--- src/rtl/alu_pkg.sv ---
// Shared opcode encoding and flag bit positions for the datapath ALU.
package alu_pkg;

  typedef enum logic [3:0] {
    OpAdd = 4'b0000,
    OpSub = 4'b0001,
    OpAnd = 4'b0010,
    OpOr  = 4'b0011,
    OpXor = 4'b0100,
    OpNot = 4'b0101,
    OpSll = 4'b0110,
    OpSrl = 4'b0111,
    OpSra = 4'b1000,
    OpMul = 4'b1001,
    OpMov = 4'b1010
  } alu_op_e;

  localparam int unsigned FLAG_N = 3;
  localparam int unsigned FLAG_Z = 2;
  localparam int unsigned FLAG_C = 1;
  localparam int unsigned FLAG_V = 0;

endpackage

--- src/rtl/alu_addsub.sv ---
// N-bit adder/subtractor shared by ADD and SUB; subtraction is a + ~b + 1.
module alu_addsub #(
  parameter int unsigned N = 32
) (
  input  logic [N-1:0] a,
  input  logic [N-1:0] b,
  input  logic         sub,
  output logic [N-1:0] sum,
  output logic         carry,
  output logic         overflow
);

  logic [N-1:0] b_eff;
  logic [N:0]   full;

  always_comb begin
    b_eff    = sub ? ~b : b;
    full     = {1'b0, a} + {1'b0, b_eff} + {{N{1'b0}}, sub};
    sum      = full[N-1:0];
    carry    = full[N];
    // Same-sign operands (after inversion) producing a different-sign result
    overflow = (a[N-1] == b_eff[N-1]) && (sum[N-1] != a[N-1]);
  end

endmodule

--- src/rtl/alu.sv ---
// Registered N-bit integer ALU producing a result word and {N,Z,C,V} flags.
module alu
  import alu_pkg::*;
#(
  parameter int unsigned N = 32
) (
  input  logic         clk,
  input  logic         rst,
  input  logic         en,
  input  logic [N-1:0] a,
  input  logic [N-1:0] b,
  input  logic [3:0]   ctrl,
  output logic [N-1:0] result,
  output logic [3:0]   flags,
  output logic         valid
);

  localparam int unsigned ShW = $clog2(N);

  logic [ShW-1:0] sh;
  logic [N-1:0]   as_sum;
  logic           as_carry;
  logic           as_ovf;
  logic [N:0]     sll_ext;
  logic [N:0]     srl_ext;
  logic [N:0]     sra_ext;
  logic [N-1:0]   mul_lo;
  logic [N-1:0]   res_d;
  logic           c_d;
  logic           v_d;
  logic           defined;
  logic [3:0]     flags_d;

  assign sh = b[ShW-1:0];

  alu_addsub #(
    .N(N)
  ) u_addsub (
    .a       (a),
    .b       (b),
    .sub     (ctrl == OpSub),
    .sum     (as_sum),
    .carry   (as_carry),
    .overflow(as_ovf)
  );

  // One extra bit beyond the word catches the last bit shifted out (zero when sh = 0)
  always_comb begin
    sll_ext = {1'b0, a} << sh;
    srl_ext = {a, 1'b0} >> sh;
    sra_ext = $unsigned($signed({a, 1'b0}) >>> sh);
    mul_lo  = a * b;
  end

  always_comb begin
    res_d   = '0;
    c_d     = 1'b0;
    v_d     = 1'b0;
    defined = 1'b1;
    case (ctrl)
      OpAdd, OpSub: begin
        res_d = as_sum;
        c_d   = as_carry;
        v_d   = as_ovf;
      end
      OpAnd: res_d = a & b;
      OpOr:  res_d = a | b;
      OpXor: res_d = a ^ b;
      OpNot: res_d = ~a;
      OpSll: begin
        res_d = sll_ext[N-1:0];
        c_d   = sll_ext[N];
      end
      OpSrl: begin
        res_d = srl_ext[N:1];
        c_d   = srl_ext[0];
      end
      OpSra: begin
        res_d = sra_ext[N:1];
        c_d   = sra_ext[0];
      end
      OpMul: res_d = mul_lo;
      OpMov: res_d = b;
      default: defined = 1'b0;
    endcase
  end

  always_comb begin
    flags_d = 4'b0000;
    if (defined) begin
      flags_d[FLAG_N] = res_d[N-1];
      flags_d[FLAG_Z] = (res_d == '0);
      flags_d[FLAG_C] = c_d;
      flags_d[FLAG_V] = v_d;
    end
  end

  always_ff @(posedge clk or posedge rst) begin
    if (rst) begin
      result <= '0;
      flags  <= 4'b0000;
      valid  <= 1'b0;
    end else begin
      valid <= en;
      if (en) begin
        result <= res_d;
        flags  <= flags_d;
      end
    end
  end

endmodule

--- config.mk ---
export PLATFORM = sky130hd
export DESIGN_NAME = alu
export DESIGN_NICKNAME = d
export VERILOG_FILES = /design/src/rtl/alu_pkg.sv /design/src/rtl/alu_addsub.sv /design/src/rtl/alu.sv
export SDC_FILE = /design/constraint.sdc
export NUM_CORES = 2
export LEC_CHECK = 0
export ABC_AREA = 0
export CAP_MARGIN = 10
export CORE_MARGIN = 5
export CORE_UTILIZATION = 35
export DETAILED_ROUTE_END_ITERATION = 8
export PLACE_DENSITY_LB_ADDON = 0.3
export SLEW_MARGIN = 10
export SYNTH_ARGS = -nofsm -noshare
export SYNTH_HDL_FRONTEND = slang
export SYNTH_SLANG_ARGS = --single-unit
export TNS_END_PERCENT = 1
--- constraint.sdc ---
create_clock -name clk -period 1.08 [get_ports clk]
set_input_delay 0.162 -clock clk [delete_from_list [all_inputs] [get_ports clk]]
set_output_delay 0.162 -clock clk [all_outputs]
set_load 0.01 [all_outputs]
**Word level (Yosys, flattened, before mapping)**

Index checks and enable logic that the tools add are counted.

- Register bits: 37
- Input bits: 71
- Output and inout port bits: 37
- Word-level logic and storage cells: 37

- Add/subtract/negate cells: 2
- $mul: 1
- Equality and inequality tests: 12
- Shifts and indexed selects: 3
- Muxes and demuxes: 6
- Bitwise operators: 5
- Reduce and logical (&&, ||, !) cells: 5

Operator list:

| operator | count |
|---|---|
| one-hot mux 32 bit (10 select lines) | 1 |
| inverter 32 bit | 2 |
| adder 32 x 32 -> 33 bit | 1 |
| adder 33 x 1 -> 33 bit | 1 |
| << shifter 32 x 5 -> 33 bit | 1 |
| >> shifter 33 x 5 -> 33 bit | 1 |
| >>> shifter 33 x 5 -> 33 bit | 1 |
| AND 32 bit | 1 |
| zero test 32 bit | 1 |
| multiplier 32 x 32 -> 32 bit | 1 |
| two-way mux 32 bit | 1 |
| bitwise OR 32 bit | 1 |
| XOR 32 bit | 1 |
| equality test 4 x 3 -> 1 bit, second input constant | 4 |
| equality test 4 bit, second input constant | 3 |
| OR reduction 11 bit | 1 |
| equality test 4 x 2 -> 1 bit, second input constant | 2 |
| equality test 4 x 1 -> 1 bit, second input constant | 1 |
| zero test 4 bit | 1 |
| two-way mux 4 bit | 1 |
| one-hot mux 1 bit (4 select lines) | 1 |
| two-way mux 1 bit | 2 |
| OR reduction 2 bit | 1 |
| equality test 1 bit | 1 |
| other kinds (2) | 2 |

**Longest topological paths before layout**

- Word-level depth: 8
- Depth in mapped cells: 33
- Gate-level depth less buffers: 28

**By module**

Synthesis repeated with hierarchy kept, for this count alone.

- Cells, all modules: 3,059
- Area total of the unflattened synthesis: 25,405.6 sq um

By module, submodules not included:

| module | instances | cells each | area each (sq um) | sequential area each (sq um) |
|---|---|---|---|---|
| alu | 1 | 2,750 | 23,231.0 | 925.9 |
| alu_addsub | 1 | 309 | 2,174.6 | 0.0 |

**Worst setup path after synthesis**

No wires, ideal clock.

- Path kind: input port to flip-flop
- Start: in b[2]
- End: reg result[30]
- Library setup time: 0.125 ns
- Arrival: 8.175 ns
- Required time: 0.955 ns
- Setup slack: -7.219 ns
- Cell stages on the path: 31
- Path buffers: 5
- Path through: buf_6 > buf_2 > inv_2 > buf_1 > clkbuf_1 > buf_1 > nor2_1 > fa_1 > inv_1 > fa_1 > fa_1 > fa_1 > inv_1 > fa_1 > inv_1 > fa_1 > inv_1 > fa_1 > fa_1 > ha_1 > a21o_1 > a31oi_1 > a21boi_0 > a41oi_1 > a31oi_1 > nor3_1 > a211oi_1 > a21oi_1 > mux2_2 > a211o_1 > mux2_2

- Longest elaborated chain between the ends: 5

Ends and longest elaborated chain:

| what | line | source |
|---|---|---|
| start: declaration | alu.sv:11 | `input logic [N-1:0] b,` |
| inverter 32 bit | alu_addsub.sv:17 | `b_eff = sub ? ~b : b;` |
| two-way mux 32 bit | alu_addsub.sv:17 |  |
| adder 32 x 32 -> 33 bit | alu_addsub.sv:18 | `full = {1'b0, a} + {1'b0, b_eff} + {{N{1'b0}}, sub};` |
| adder 33 x 1 -> 33 bit | alu_addsub.sv:18 |  |
| one-hot mux 32 bit (10 select lines) (*) | alu.sv:60 | `case (ctrl)` |
| end signal: assignment | alu.sv:106 | `result <= res_d;` |
| end: declaration | alu.sv:13 | `output logic [N-1:0] result,` |

Mark *: on every way between the ends. The rest lies on a longest branch, timed or not.
A chain may end at the register's enable or synchronous reset.

**Final worst setup path**

- Start: in b[6]
- End: reg result[30]

Same word-level chain as after synthesis.

==> metrics.md <==
| Metric | Value |
|---|---|
| Fmax | `128.5 MHz` |
| Drt first pass iters | `5` |
| Clock Root Buffer | `clkbuf_16` |
| Synthesis warning total | `0` |
| Most used cell, CP | `fa_1` |
| CTS tree | `done` |
| Final Hold Fails | `0` |
| Filler cells | `about 7000` |
| Leakage | `16.77 nW` |
| FF-to-FF path depth | `1` |
| Critical path class | `input pin to flip-flop` |
| Crit path from | `b[6]` |
| CP Max Fanout | `6` |
| Die area | `0.07924 mm2` |
| DP Wirelength | `approximately 110 mm` |
| Post-synth EDFFs | `0` |
| Initial antenna violation count | `5` |
| #FFs+latches synth | `37` |
| H-Tree Depth | `2` |
| Status | `complete, but fails checks` |
| Routed length per instance | `26.62 um` |
| Gr usage total | `32.06%` |
| Multi-input logic area | `0.02288 mm2` |
| Skew final | `0 ps` |
| VDD IR max | `5.322 mV` |
| Vias in the first global route | `approximately 28000` |
| Final Slew Violations | `0` |
| Crit path capture type | `flip-flop` |
| Critical Path Max Stage Delay | `between 500 and 600 ps` |
| Clock Latency Late Sink | `about 280 ps` |
| CP Launch Type | `input pin` |
| Failing checks | `setup timing` |
| Final ANT Viol Nets | `0` |
| Port bufs | `107` |
| Mapped cell area | `between 0.02 and 0.03 mm2` |
| Mean Syn Cell Area | `8.203 um2` |
| Layout cells sized above 1 | `between 20% and 30%` |
| Cell variety after synth | `93` |
| Cts bufs inserted | `5` |
| DRT iter0 DRCs | `about 3200` |
| Syn_nets | `slightly below 4000` |
| Max-slew headroom | `a little under two fifths` |
| FF+latch area | `about 900 um2` |
| Routed WL | `about 130 mm` |
| Power density over the cells | `approximately 3700 mW/mm2` |
| Die Ht | `281.5 um` |
| GPL Wtd Cong | `1.069` |
| Starting density of the core | `a little over a third` |
| CP max-delay cell | `fa_1` |
| Clk sink count | `37` |
| Via count | `approximately 27000` |
| Max-cap violations | `0` |
| Post-DP Area | `roughly 0.034 mm2` |
| Setup slack at placement | `-7124 ps` |
| Via density | `5.667` |
| Row count | `99` |
| Critical R2R Launch | `result[29]$_DFFE_PP0P_` |
| Nets@finish | `roughly 4600` |
| Design area | `~0.035 mm2` |
| Cells after DPL | `between 4000 and 5000` |
| Final setup fails | `36` |
| CP Depth | `27` |
| Hold Crit Class | `input pin to asynchronous set/reset pin` |
| First-pass GRT wire length | `188.1 mm` |
| Unrepaired setup endpoints after global routing | `yes` |
| Most common flop cell mapped by yosys | `dfrtp_1` |
| Total chip power | `between 100 and 150 mW` |
| CTS Buffer Depth | `2` |
| Area grow syn2layout | `34.71%` |
| Required time worst endpoint | `~1300 ps` |
| Final Non-Filler Cells | `4850` |
| Worst slew pin tran | `between 900 and 1000 ps` |
| Die W | `281.5 um` |
| Setup slack after layout | `-6700 ps` |
| Clock Pin Slew Worst Setup and Hold Paths | `around 60 ps` |
| Gr ovfl total | `0` |
| Core area | `0.07308 mm2` |
| Mapped Cells | `roughly 3100` |
| Arrival time worst endpoint | `7950 ps` |
| Largest net degree at the start of global routing | `70` |
| Total negative slack | `-186470 ps` |
| Final worst-path cycle share | `720.3%` |
| Post-CTS Hold Buffers | `0` |
| I/O pins | `108` |
| DRC | `0` |
| Min cycle time layout | `just under 8000 ps` |
| Crit path max-delay family | `adder cells` |
| Seq/Total Area, Yosys | `between 3 and 4%` |
| FFs w/ async S/R, synth | `100.0%` |
| CP bufs+invs | `6` |
-- worst paths after layout --
kind / endpoint / slack, ps
max in group asynchronous: result[0]$_DFFE_PP0P_ / 660
worst max-delay path: result[30]$_DFFE_PP0P_ / -6700
worst min register to register: flags[2]$_DFFE_PP0P_ / 510
worst min-delay path: result[12]$_DFFE_PP0P_ / 230
worst max register to register: result[29]$_DFFE_PP0P_ / 300
min in group clk: result[1]$_DFFE_PP0P_ / 380
-- per-stage QoR --
step / hold slack (ps) / util (%)
after global routing: 254.9 / 47.54
final: 227.6 / 47.55
after global placement: 488.1 / 46.35
after detailed placement: 496.9 / 46.35
after floorplan: 193.4 / -
after CTS: 233.7 / 47.28
-- cell usage after synthesis, types with 29 or more instances --
| cell | instances | area, um2 |
|---|---|---|
| ha_1 | 219 | 2740 |
| nand2_1 | 344 | 1291 |
| nand3_1 | 39 | 195.2 |
| nor3_1 | 32 | 160.2 |
| dfrtp_1 | 37 | 925.9 |
| buf_1 | 39 | 146.4 |
| mux2_2 | 31 | 349.1 |
| mux2i_1 | 65 | 650.6 |
| mux4_2 | 61 | 1374 |
| a31oi_1 | 29 | 181.4 |
| xnor2_1 | 105 | 919.6 |
| o21ai_0 | 74 | 370.4 |
| nor2_1 | 452 | 1697 |
| a21oi_1 | 121 | 605.6 |
| inv_1 | 444 | 1667 |
| a211oi_1 | 32 | 240.2 |
| fa_1 | 409 | 8188 |
| clkbuf_1 | 137 | 514.2 |
| buf_2 | 34 | 170.2 |
-- registers in the layout, summed over array words and instances, names as in the netlist --
| signal | flops |
|---|---|
| result | 32 |
| flags | 4 |
| valid | 1 |
-- area by class of cell --
type | count | area share [%]
Timing Repair Buffer | 956 | 22.38
Antenna cell | 5 | 0.03600
Sequential cell | 37 | 2.664
Clock inverter | 1 | 0.08641
Tap cell | 959 | 3.453
Multi-Input combinational cell | 2418 | 65.82
Inverter | 467 | 5.148
Clock buffer | 7 | 0.4104
-- repair_timing --
item,4_1_cts,5_1_grt
endpoints found under the setup margin,73,60
gates resized for setup,200,89
setup buffers,6,5
pin swaps,21,24
-- cells in the final DEF (no fill, tap or decap), drive strengths merged, types with 39 or more instances in the layout --
| cell | n |
|---|---|
| a21oi | 121 |
| fa | 409 |
| mux2i | 65 |
| clkdlybuf4s50 | 55 |
| inv | 446 |
| o21ai | 89 |
| ha | 219 |
| mux4 | 61 |
| buf | 864 |
| nand2 | 344 |
| xnor2 | 105 |
| nand3 | 39 |
| nor2 | 452 |
-- cells by family (layout without fill, tap and decap cells) --
family / Yosys count / after routing / synth area share, %
AO/OA/AOI/OAI: 507 / 507 / 13.28
XOR/XNOR: 121 / 121 / 4.108
adder cells (fa/ha/maj): 628 / 628 / 42.36
buffers and inverters: 690 / 1431 / 10.48
flip-flops: 37 / 37 / 3.589
multiplexers: 163 / 163 / 9.506
other: 0 / 5 / 0
AND/OR/NAND/NOR: 999 / 999 / 16.68
-- routing by layer --
layer / wire (um) / GRT usage (%) / vias to the layer above
met5: 0 / 0 / -
met4: 8312 / 14.61 / 0
met3: 15330 / 7.990 / 378
met2: 53870 / 47.87 / 1722
met1: 51580 / 44.05 / 13530
li1: - / - / 11860
-- where the power goes --
part | total (mW) | internal, mW | leakage [nW] | switching, mW
registers | 1.98 | 1.77 | 0.450 | 0.212
logic | 124 | 57.7 | 16.2 | 66.0
clock network | 1.70 | 1.15 | 0.0842 | 0.548
total | 127 | 60.6 | 16.8 | 66.7
Note: power is estimated with default switching activity, not from simulation.
